`src/rtl/switch_reader.sv`:
```
// CPU-readable DIP switch port: synchronizes and debounces 24 switch lines,
// latches per-bit change flags with write-1-to-clear, and raises a level interrupt.
module switch_reader #(
    parameter int DIV     = 20000,
    parameter int SAMPLES = 4
) (
    input  logic        sw_clk,
    input  logic        ledrst,
    input  logic        swread,
    input  logic        swwrite,
    input  logic        swcs,
    input  logic [1:0]  swaddr,
    input  logic [15:0] swwdata,
    input  logic [23:0] sw_in,
    output logic [15:0] swrdata,
    output logic        sw_irq
);

    localparam int CW = (DIV > 1) ? $clog2(DIV) : 1;

    logic [CW-1:0] cnt;
    logic          tick;
    logic [23:0]   s1, s2, deb, chg;
    logic [23:0]   hist [SAMPLES-1];
    logic [23:0]   all1, all0, set_mask, clr_mask, chg_next;

    assign tick = (cnt == CW'(DIV - 1));

    // The incoming s2 sample plus the stored SAMPLES-1 samples form the full window.
    always_comb begin
        all1 = s2;
        all0 = ~s2;
        for (int k = 0; k < SAMPLES - 1; k++) begin
            all1 &= hist[k];
            all0 &= ~hist[k];
        end
        set_mask = tick ? ((all1 & ~deb) | (all0 & deb)) : 24'h000000;
        clr_mask = 24'h000000;
        if (swcs && swwrite) begin
            case (swaddr)
                2'b01:   clr_mask[15:0]  = swwdata;
                2'b11:   clr_mask[23:16] = swwdata[7:0];
                default: clr_mask = 24'h000000;
            endcase
        end
        chg_next = (chg & ~clr_mask) | set_mask;
    end

    always_ff @(negedge sw_clk or posedge ledrst) begin
        if (ledrst) begin
            s1     <= '0;
            s2     <= '0;
            cnt    <= '0;
            deb    <= '0;
            chg    <= '0;
            sw_irq <= 1'b0;
            for (int k = 0; k < SAMPLES - 1; k++) begin
                hist[k] <= '0;
            end
        end else begin
            s1  <= sw_in;
            s2  <= s1;
            cnt <= tick ? '0 : cnt + 1'b1;
            if (tick) begin
                hist[0] <= s2;
                for (int k = 1; k < SAMPLES - 1; k++) begin
                    hist[k] <= hist[k-1];
                end
            end
            deb    <= deb ^ set_mask;
            chg    <= chg_next;
            sw_irq <= |chg_next;
        end
    end

    always_comb begin
        swrdata = 16'h0000;
        if (swcs && swread) begin
            case (swaddr)
                2'b00: swrdata = deb[15:0];
                2'b10: swrdata = {8'h00, deb[23:16]};
                2'b01: swrdata = chg[15:0];
                2'b11: swrdata = {8'h00, chg[23:16]};
            endcase
        end
    end

endmodule

```
`config.mk`:
```
export PLATFORM = sky130hd
export DESIGN_NAME = switch_reader
export DESIGN_NICKNAME = d
export VERILOG_FILES = /design/src/rtl/switch_reader.sv
export SDC_FILE = /design/constraint.sdc
export NUM_CORES = 1
export LEC_CHECK = 0
export ABC_AREA = 1
export BUFFER_PORTS_ARGS = -buffer_cell sky130_fd_sc_hd__clkbuf_2
export CAP_MARGIN = 20
export CORE_MARGIN = 2
export CORE_UTILIZATION = 45
export DETAILED_ROUTE_END_ITERATION = 10
export GPL_TIMING_DRIVEN = 1
export HOLD_SLACK_MARGIN = 0.06
export RECOVER_POWER = 100
export SLEW_MARGIN = 20
export SYNTH_ARGS = -nofsm -noshare
export SYNTH_HDL_FRONTEND = slang
export SYNTH_SLANG_ARGS = --single-unit
```
`constraint.sdc`:
```
create_clock -name sw_clk -period 7.4 [get_ports sw_clk]
set_input_delay 0.74 -clock sw_clk [delete_from_list [all_inputs] [get_ports sw_clk]]
set_output_delay 0.74 -clock sw_clk [all_outputs]
set_load 0.03 [all_outputs]
```
* Word-level counts from Yosys, hierarchy flattened
Cells that the tools add are included.
** Word-level totals
- Logic and storage cells :: 43
- Output and inout port bits :: 17
- Register bits after elaboration :: 184
** Cells by class
- Equal/unequal tests :: 4
- Reduce and logical (&&, ||, !) cells :: 4
- Bitwise logic cells :: 18
- Multiplexer cells :: 7
- Add/subtract/negate cells :: 1
** Operators by type and width (number)
- 24-bit AND :: 9
- 24-bit NOT :: 6
- 16-bit case mux with 4 select lines :: 1
- 24-bit two-way mux :: 2
- 24-bit OR :: 2
- 16-bit two-way mux :: 2
- 24-bit OR reduction :: 1
- 24-bit bitwise XOR :: 1
- 15-bit by 1-bit adder with 15-bit output (second input constant) :: 1
- 15-bit == test (second input constant) :: 1
- 15-bit two-way mux :: 1
- 8-bit two-way mux :: 1
- 2-bit == test (second input constant) :: 2
- 2-bit by 1-bit == test with 1-bit output (second input constant) :: 1
- 1-bit logical AND :: 2
- 2-bit zero test :: 1

* Logic depth before layout (Yosys ltp)
Gate-level depths: netlist of run 1.
- Depth in word-level cells :: 9
- Depth in mapped cells :: 12

==> flow_summary_export.csv, run 1 <==
group,metric,value,unit
outcome,outcome,"complete, but fails checks",
outcome,failed_checks,"max-capacitance violations, max-slew violations",
finish,final_layout_size_suffix_gt1_share,8.930,%
power_and_ir_drop,max-vdd-ir-drop,0.1623,mV
drt,routedWlPerCell,13.49,µm
cts,cts_max_path_buffers,2,
worst_setup_path,end_kind,"output pin",
cts,insertion_delay,0.40,ns
timing,worst_pin_slew,2.770,ns
die,die_w,135.5,µm
synth,synth_edf_count,0,
synth,post-synth-top-area-fraction,59.15,%
synth,yosysWarnings,0,
global_route,grt_overflow,0,
global_route,met3_usage,4.415,%
cts,cts_sinks,184,
die,die-area,18370,µm²
finish,utilization,51.81,%
synth,synth_fp_nets,935,
finish,layout_common_cells,"nand2_1, dfrtn_1, nor2_1",
synth,syn_inst,887,
die,pin_count,64,
die,initial_core_util,45.48,%
worst_setup_path,worstPathMaxFanout,3,
finish,nets,998,
cts,postCtsSetupRepairBufs,0,
power_and_ir_drop,power.leakage,4.330,nW
cts,cts_made_buffers,17,
die,die_h,135.5,µm
global_route,busiest_layer,"met2",
power_and_ir_drop,power_frac_comb,5.4,%
power_and_ir_drop,sw_frac_of_total,23.11,%
timing,fin_setup_tns,0,ns
flow_run,cap_violations,4,
finish,final_area,8869,µm²
synth,synthArstFlopShare,100.0,%
power_and_ir_drop,powerDensity,240.7,nW/µm²
timing,report.final.hold_viol_count,0,
drt,dr.pass1.iters,4,
power_and_ir_drop,p_clk_share,44.4,%
placed_design,pre_cts_slack,1.164,ns
timing,setup-violations-final,0,
power_and_ir_drop,p_sw,493.2,µW
finish,antennaDiodeCount,0,
drt,routed_wl,16030,µm
cts,cts_root_buf,"clkbuf_16",
worst_setup_path,cp_data_required_time,6.66,ns
power_and_ir_drop,p_seq_share,50.2,%
global_route,grt_max_degree,80,
worst_setup_path,crit_arrival,5.52,ns
global_route,grt_use_met1,27.90,%
synth,synth_area,7784,µm²
synth,synth_flop_cell,"dfrtn_1",
cts,cts_resized,0,
worst_setup_path,rrSetupSlack,2.27,ns
drt,drc_errors,0,
placed_design,gp_congestion,0.8183,
synth,synth_cell_type_count,30,
synth,synth_seq_area_share,59.15,%
die,rows,48,
timing,holdWs,0.2923,ns
drt,avgViaCountPerCell,4.833,
synth,yosys.area.top_type,"dfrtn_1",
drt,ant_nets,0,
cts,cts-htree-levels,4,
timing,rsz0062_at_grt,"no",
drt,drt_iter0_markers,380,
placed_design,dpl.hpwl,10770,µm
global_route,grt_pass1_wl,27850,µm
synth,avgSynthCellArea,8.775,µm²
timing,finalMaxSlewViolations,190,
die,core_area,17120,µm²
finish,final_common_cell,"nand2_1",
worst_hold_path,hold_path_class,"reg -> reg",
synth,yosys-top-cells-area,"dfrtn_1, nand2_1, nor2_1",
timing,worst_slack,1.143,ns
timing,clock_skew,0.005993,ns
worst_setup_path,crit_path_start_kind,"flip-flop",
cts,cts_tree,"built",
cts,clk_pin_slew,0.05,ns
finish,fill_cells,1638,
timing,relSlewSlack,-84.68,%
power_and_ir_drop,p_int,1.641,mW
synth,synth_seq_cells,184,
cts,cts_hold_buffers,0,
finish,area_growth_syn_to_layout,13.94,%
global_route,grt_util_all_layers,19.32,%
global_route,first_global_vias,5570,
placed_design,dpl_cell_area,8302,µm²
drt,vias,5742,
placed_design,io_buffer_count,63,
global_route,grt_antenna_before_repair,0,
global_route,grt_use_met2,30.12,%
worst_setup_path,worst-setup-path-type,"reg -> out",
area by class of cell:
class | count | area, µm² | share of cell area, %
inverters | 96 | 362.8 | 4.091
multi-input cells | 582 | 2645 | 29.83
clock inverters | 13 | 167.7 | 1.891
clock buffers | 19 | 452.9 | 5.107
well taps | 225 | 281.5 | 3.174
flip-flops and latches | 184 | 4604 | 51.92
repair buffers | 69 | 354.1 | 3.993
cells in the mapped netlist, types with 2 or more instances:
library cell  count
nand2_1         282
a211oi_1          8
nand3_1          38
buf_6             5
o21ai_0          64
nand3_2           2
nor2_1           94
a21oi_1          21
inv_1            93
a221oi_1          8
nand2_2           2
clkbuf_1          5
xnor2_1           3
o21ai_1           4
nor3_1            6
nor2_4            2
nand4_1          17
buf_2            14
xor2_1           25
dfrtn_1         184
through the flow:
stage	std cells	power, mW
floorplan	887	1.159
global placement	1156	1.205
detailed placement	1156	1.206
CTS	1188	2.160
global route	1188	2.222
finish	1188	2.134
worst paths after layout:
| check | to | cells past startpoint | start |
|---|---|---|---|
| max in group asynchronous | hist[34] | 3 | ledrst |
| worst max-delay path | swrdata[4] | 5 | deb[20] |
| min in group asynchronous | hist[65] | 2 | ledrst |
| worst max register to register | deb[1] | 8 | cnt[0] |
| worst min-delay path | s2[21] | 0 | s1[21] |
| worst min register to register | s2[21] | 0 | s1[21] |
layer usage:
layer	part of all wire, %	up-vias	wire (µm)
li1	-	2919	-
met1	49	2721	7903
met2	46	94	7441
met4	0.66	0	106
met3	3.6	8	580
met5	0	-	0
cell families (layout without fill, tap and decap cells):
group / count (synthesis) / count (layout) / share of synthesized area [%]
flip-flops: 184 / 184 / 59.15
XOR/XNOR: 28 / 28 / 3.151
adder cells (fa/ha/maj): 1 / 1 / 0.1607
buffers and inverters: 121 / 197 / 6.606
AND/OR/NAND/NOR: 447 / 447 / 23.39
AO/OA/AOI/OAI: 106 / 106 / 7.539
worst max-delay path, cell delays in order, from the launching register on:
cell      delay (ns)
dfrtn_1         0.40
inv_1           0.08
a21oi_1         0.13
a221oi_1        0.08
a211oi_1        0.36
clkbuf_1        0.36
registers in the layout, summed over array words and instances, names as in the netlist:
register  flops
s2           24
s1           24
chg          24
deb          24
sw_irq        1
hist         72
cnt          15
power groups by stage:
stage          Combinational [mW]  Sequential [mW]  Clock, mW
6_report                    0.115             1.07      0.949
5_1_grt                     0.135             1.07       1.01
4_1_cts                     0.119             1.07      0.970
3_5_place_dp                0.119             1.09          0
3_3_place_gp                0.117             1.09          0
2_1_floorplan              0.0780             1.08          0
Note: power is estimated with default switching activity, not from simulation.
==> run 2: changes to the inputs <==
--- a/config.mk
+++ b/config.mk
@@ -13,6 +13,7 @@
 export DETAILED_ROUTE_END_ITERATION = 10
 export GPL_TIMING_DRIVEN = 1
 export HOLD_SLACK_MARGIN = 0.06
+export PLACE_DENSITY = 0.65
 export RECOVER_POWER = 100
 export SLEW_MARGIN = 20
 export SYNTH_ARGS = -nofsm -noshare
==> constraint.sdc (replaced) <==
create_clock -name sw_clk -period 5.2 [get_ports sw_clk]
set_input_delay 0.52 -clock sw_clk [delete_from_list [all_inputs] [get_ports sw_clk]]
set_output_delay 0.52 -clock sw_clk [all_outputs]
set_load 0.03 [all_outputs]
==> run 2 against run 1 <==
  * The run still ends with max-capacitance violations, max-slew violations left
  * Flip-flop and latch count did not move
  * First-iteration DRC count fell by 2.4%
  * Clock skew barely moved
  * Global-route usage fell by 0.72 points
  * Sequential share of layout area rose by 0.52 points
  * Clock power rose by 29%
  * Sequential power rose by 42%
  * Critical path depth did not move
  * Worst setup slack got worse by 0.88 ns
  * Via count fell by 0.16%
  * Critical path type unchanged
  * Critical endpoint is now swrdata[2]
  * Largest cell class unchanged
==> flow_summary_export.csv, run 2 (synthesis gave the netlist of run 1 again) <==
group,metric,value,unit
worst_setup_path,cp_data_required_time,4.68,ns
power_and_ir_drop,max-vdd-ir-drop,0.2916,mV
global_route,grt_max_degree,76,
global_route,grt_pass1_wl,26710,µm
outcome,outcome,"complete, but fails checks",
die,die-area,18370,µm²
finish,seq_area,4604,µm²
cts,cts-htree-levels,4,
drt,vias,5733,
power_and_ir_drop,p_clk_share,42.0,%
cts,insertion_delay,0.40,ns
global_route,grt_overflow,0,
die,rows,48,
power_and_ir_drop,power.leakage,4.285,nW
power_and_ir_drop,p_seq_share,52.4,%
power_and_ir_drop,powerDensity,331.0,nW/µm²
worst_setup_path,crit_path_start_kind,"flip-flop",
drt,avgViaCountPerCell,4.822,
cts,cts_tree,"built",
power_and_ir_drop,sw_frac_of_total,24.04,%
worst_setup_path,end_kind,"output pin",
finish,largest_register,"hist",
timing,fin_setup_tns,0,ns
die,core_area,17120,µm²
finish,multi_input_area,2650,µm²
finish,largest_reg_flops,72,
worst_setup_path,worstPathMaxFanout,3,
finish,final_area,8781,µm²
cts,cts_made_buffers,17,
finish,final_common_cell,"nand2_1",
finish,area_growth_syn_to_layout,12.81,%
worst_setup_path,worst-setup-path-type,"reg -> out",
global_route,grt_antenna_before_repair,0,
finish,layout_common_cells,"nand2_1, dfrtn_1, nor2_1",
cts,clk_pin_slew,0.05,ns
outcome,failed_checks,"max-capacitance violations, max-slew violations",
drt,ant_nets,0,
worst_setup_path,crit_arrival,4.41,ns
worst_setup_path,slowest_delay,0.41,ns
global_route,first_global_vias,5398,
finish,fill_cells,1642,
drt,dr.pass1.iters,5,
power_and_ir_drop,p_sw,698.7,µW
timing,finalMaxSlewViolations,40,
placed_design,dpl.hpwl,10840,µm
worst_hold_path,hold_path_class,"reg -> reg",
drt,drt_iter0_markers,371,
placed_design,gp_congestion,0.8533,
worst_setup_path,crit_family,"compound AO/OA/AOI/OAI gates",
die,die_w,135.5,µm
timing,report.final.hold_viol_count,0,
placed_design,dpl_cell_area,8324,µm²
drt,routedWlPerCell,13.12,µm
cts,cts_resized,0,
worst_setup_path,critPathBufInv,2,
placed_design,io_buffer_count,63,
cts,cts_root_buf,"clkbuf_16",
timing,worst_pin_slew,2.252,ns
cts,postCtsSetupRepairBufs,0,
power_and_ir_drop,p_int,2.208,mW
cts,cts_max_path_buffers,2,
timing,setup-violations-final,0,
timing,relSlewSlack,-50.70,%
die,die_h,135.5,µm
worst_setup_path,slowest_stage,"dfrtn_1",
worst_setup_path,path_cells,"inv_1 -> a21oi_1 -> a221oi_1 -> a211oi_1 -> clkbuf_1",
drt,routed_wl,15600,µm
power_and_ir_drop,power_frac_comb,5.6,%
cts,cts_hold_buffers,0,
die,initial_core_util,45.48,%
finish,nets,999,
timing,rsz0062_at_grt,"no",
finish,antennaDiodeCount,0,
drt,drc_errors,0,
cts,cts_sinks,184,
flow_run,cap_violations,1,
timing,clock_skew,0.006311,ns
global_route,grt_util_all_layers,18.60,%
finish,final_layout_size_suffix_gt1_share,9.129,%
die,pin_count,64,
==> run 2: cell count changes in the layout (fill, tap and decap cells not counted), sizes merged <==
cell,previous run,this run
buf,4,1
clkbuf,84,87
bufinv,3,1
clkinv,6,8
clkinvlp,4,6
inv,96,95
==> run 2: metal layers <==
layer | GRT usage (%) | part of all wire [%] | vias up
met4 | 5.440 | 1.4 | 0
li1 | - | - | 2926
met5 | 0 | 0 | -
met2 | 27.27 | 44 | 106
met1 | 27.51 | 50 | 2688
met3 | 4.639 | 4.6 | 13
==> run 2: area by class of cell <==
cell class	count	area share [%]
clock buffers	18	4.887
clock inverters	14	1.439
inverters	96	4.132
multi-input cells	582	30.18
flip-flops and latches	184	52.44
well taps	225	3.206
repair buffers	70	3.719
==> run 2: path summary, 6_finish.rpt <==
check                         from    endpoint  slack, ns  cells after the start
min reg2reg                 s1[17]      s2[17]       0.29                      0
max in group asynchronous   ledrst    hist[59]       0.82                      3
max reg2reg                 cnt[0]      deb[4]       0.81                      8
min in group asynchronous   ledrst      s2[17]       2.69                      2
min                         s1[17]      s2[17]       0.29                      0
max                        deb[18]  swrdata[2]       0.27                      5
==> run 2: power by group through the flow <==
stage	Sequential (mW)	Clock, mW	Combinational [mW]
6_report	1.52	1.22	0.161
3_5_place_dp	1.55	0	0.171
4_1_cts	1.52	1.25	0.170
3_3_place_gp	1.55	0	0.168
5_1_grt	1.53	1.31	0.187
2_1_floorplan	1.54	0	0.111
==> run 2: per-stage QoR <==
step | power [mW] | util, % | worst slack, ns | hold slack [ns] | cells
2_1_floorplan | 1.649 | - | -0.1595 | 0.2917 | 887
3_3_place_gp | 1.716 | 48.62 | 0.6952 | 0.2922 | 1157
3_5_place_dp | 1.717 | 48.63 | 0.6397 | 0.2952 | 1157
4_1_cts | 2.943 | 51.88 | 0.3895 | 0.2952 | 1189
5_1_grt | 3.027 | 51.30 | 0.1816 | 0.3007 | 1189
6_report | 2.906 | 51.30 | 0.2654 | 0.2935 | 1189
==> run 3: changes to the inputs <==
--- a/config.mk
+++ b/config.mk
@@ -13,7 +13,7 @@
 export DETAILED_ROUTE_END_ITERATION = 10
 export GPL_TIMING_DRIVEN = 1
 export HOLD_SLACK_MARGIN = 0.06
-export PLACE_DENSITY = 0.65
+export PLACE_DENSITY = 0.71
 export RECOVER_POWER = 100
 export SLEW_MARGIN = 20
 export SYNTH_ARGS = -nofsm -noshare
==> run 3 against run 2 <==
  * The run still ends with max-capacitance violations, max-slew violations left
  * Via count rose by 2.0%
  * Utilization increased by 0.37 points
  * Routed wire length is 0.77% higher
  * Global-route usage grew 0.25 points
  * Clock-buffer cell count increased by 2
  * Sequential share of layout area is 0.37 points lower
  * Highest routed layer unchanged
  * Clock power increased by 7%
  * Die area is the same
  * Combinational power grew 3%
  * Register-to-register slack better by 1.0 ns
==> flow_summary_export.csv, run 3 (synthesis gave the netlist of run 1 again) <==
group,metric,value,unit
timing,rsz0062_at_grt,"no",
worst_setup_path,end_kind,"output pin",
placed_design,dpl.hpwl,10920,µm
global_route,grt_max_degree,91,
cts,cts-htree-levels,4,
timing,worst_slack,0.2869,ns
drt,ant_nets,0,
timing,clock_skew,0.005703,ns
cts,cts_hold_buffers,0,
power_and_ir_drop,power.leakage,4.332,nW
global_route,grt_pass1_wl,26660,µm
power_and_ir_drop,powerDensity,338.3,nW/µm²
flow_run,cap_violations,2,
finish,area_growth_syn_to_layout,13.62,%
finish,largest_reg_flops,72,
die,die_h,135.5,µm
cts,insertion_delay,0.40,ns
cts,cts_tree,"built",
finish,final_common_cell,"nand2_1",
die,pin_count,64,
cts,clk_pin_slew,0.05,ns
global_route,grt_antenna_before_repair,0,
drt,drc_errors,0,
cts,cts_made_buffers,17,
die,initial_core_util,45.48,%
worst_setup_path,crit_path_start_kind,"flip-flop",
drt,drt_iter0_markers,481,
global_route,grt_overflow,0,
timing,relSlewSlack,-14.01,%
global_route,first_global_vias,5546,
cts,cts_root_buf,"clkbuf_16",
outcome,failed_checks,"max-capacitance violations, max-slew violations",
drt,dr.pass1.iters,7,
worst_setup_path,cp_data_required_time,4.68,ns
placed_design,gp_congestion,0.8843,
timing,holdWs,0.2942,ns
finish,nets,1001,
die,die_w,135.5,µm
cts,cts_resized,0,
power_and_ir_drop,total_power,2.992,mW
worst_setup_path,worst-setup-path-type,"reg -> out",
timing,finalMaxSlewViolations,133,
cts,postCtsSetupRepairBufs,0,
cts,cts_max_path_buffers,2,
timing,report.final.hold_viol_count,0,
finish,antennaDiodeCount,0,
timing,worst_pin_slew,1.710,ns
drt,vias,5849,
die,core_area,17120,µm²
worst_hold_path,hold_path_class,"reg -> reg",
outcome,outcome,"complete, but fails checks",
power_and_ir_drop,max-vdd-ir-drop,0.2544,mV
timing,setup-violations-final,0,
drt,routed_wl,15720,µm
drt,routedWlPerCell,13.20,µm
die,die-area,18370,µm²
global_route,grt_util_all_layers,18.85,%
worst_setup_path,worstPathMaxFanout,3,
worst_setup_path,crit_arrival,4.39,ns
finish,final_layout_size_suffix_gt1_share,9.006,%
finish,largest_register,"hist",
placed_design,pre_cts_slack,0.6440,ns
die,rows,48,
timing,fin_setup_tns,0,ns
placed_design,io_buffer_count,63,
finish,layout_common_cells,"nand2_1, dfrtn_1, nor2_1",
drt,avgViaCountPerCell,4.911,
cts,cts_sinks,184,
==> run 3: area by class of cell <==
class	count	area [µm²]
Clock buffer	20	446.7
Clock inverter	12	148.9
Inverter	96	362.8
Tap cell	225	281.5
Timing Repair Buffer	72	354.1
Multi-Input combinational cell	582	2645
Sequential cell	184	4604
Fill cell	1602	8273
==> run 3: final timing paths <==
check                        start    endpoint  slack (ns)  cells past startpoint
max in group asynchronous   ledrst    hist[59]        0.67                      3
min in group asynchronous   ledrst    hist[17]        2.88                      2
max reg2reg                 cnt[0]    hist[59]        1.82                      8
min                         s1[16]      s2[16]        0.29                      0
min reg2reg                 s1[16]      s2[16]        0.29                      0
max                        deb[19]  swrdata[3]        0.29                      5
==> run 3: layer usage <==
layer  part of all wire [%]  vias to the layer above  GRT usage [%]
li1                       -                     2918              -
met1                     48                     2760          26.54
met2                     46                      150          28.85
met3                    5.3                       21          5.051
met4                    1.2                        0          5.671
met5                      0                        -              0
==> run 3: where the power goes <==
part / internal (mW) / leakage (nW) / switching [mW]
Sequential: 1.50 / 2.42 / 0.0282
Combinational: 0.0521 / 1.62 / 0.114
Clock: 0.768 / 0.294 / 0.534
==> run 3: per-stage QoR <==
stage | instances | cell area, µm² | util, %
final | 1191 | 8843 | 51.67
after detailed placement | 1159 | 8349 | 48.78
after global routing | 1191 | 8843 | 51.67
after floorplan | 887 | 7787 | -
after CTS | 1191 | 8945 | 52.26
after global placement | 1159 | 8349 | 48.78
==> run 3: critical path: stages (launching register included) <==
cell and delay, ns:
dfrtn_1 0.41, inv_1 0.08, a21oi_1 0.17, a221oi_1 0.08, a211oi_1 0.31, clkbuf_1 0.35
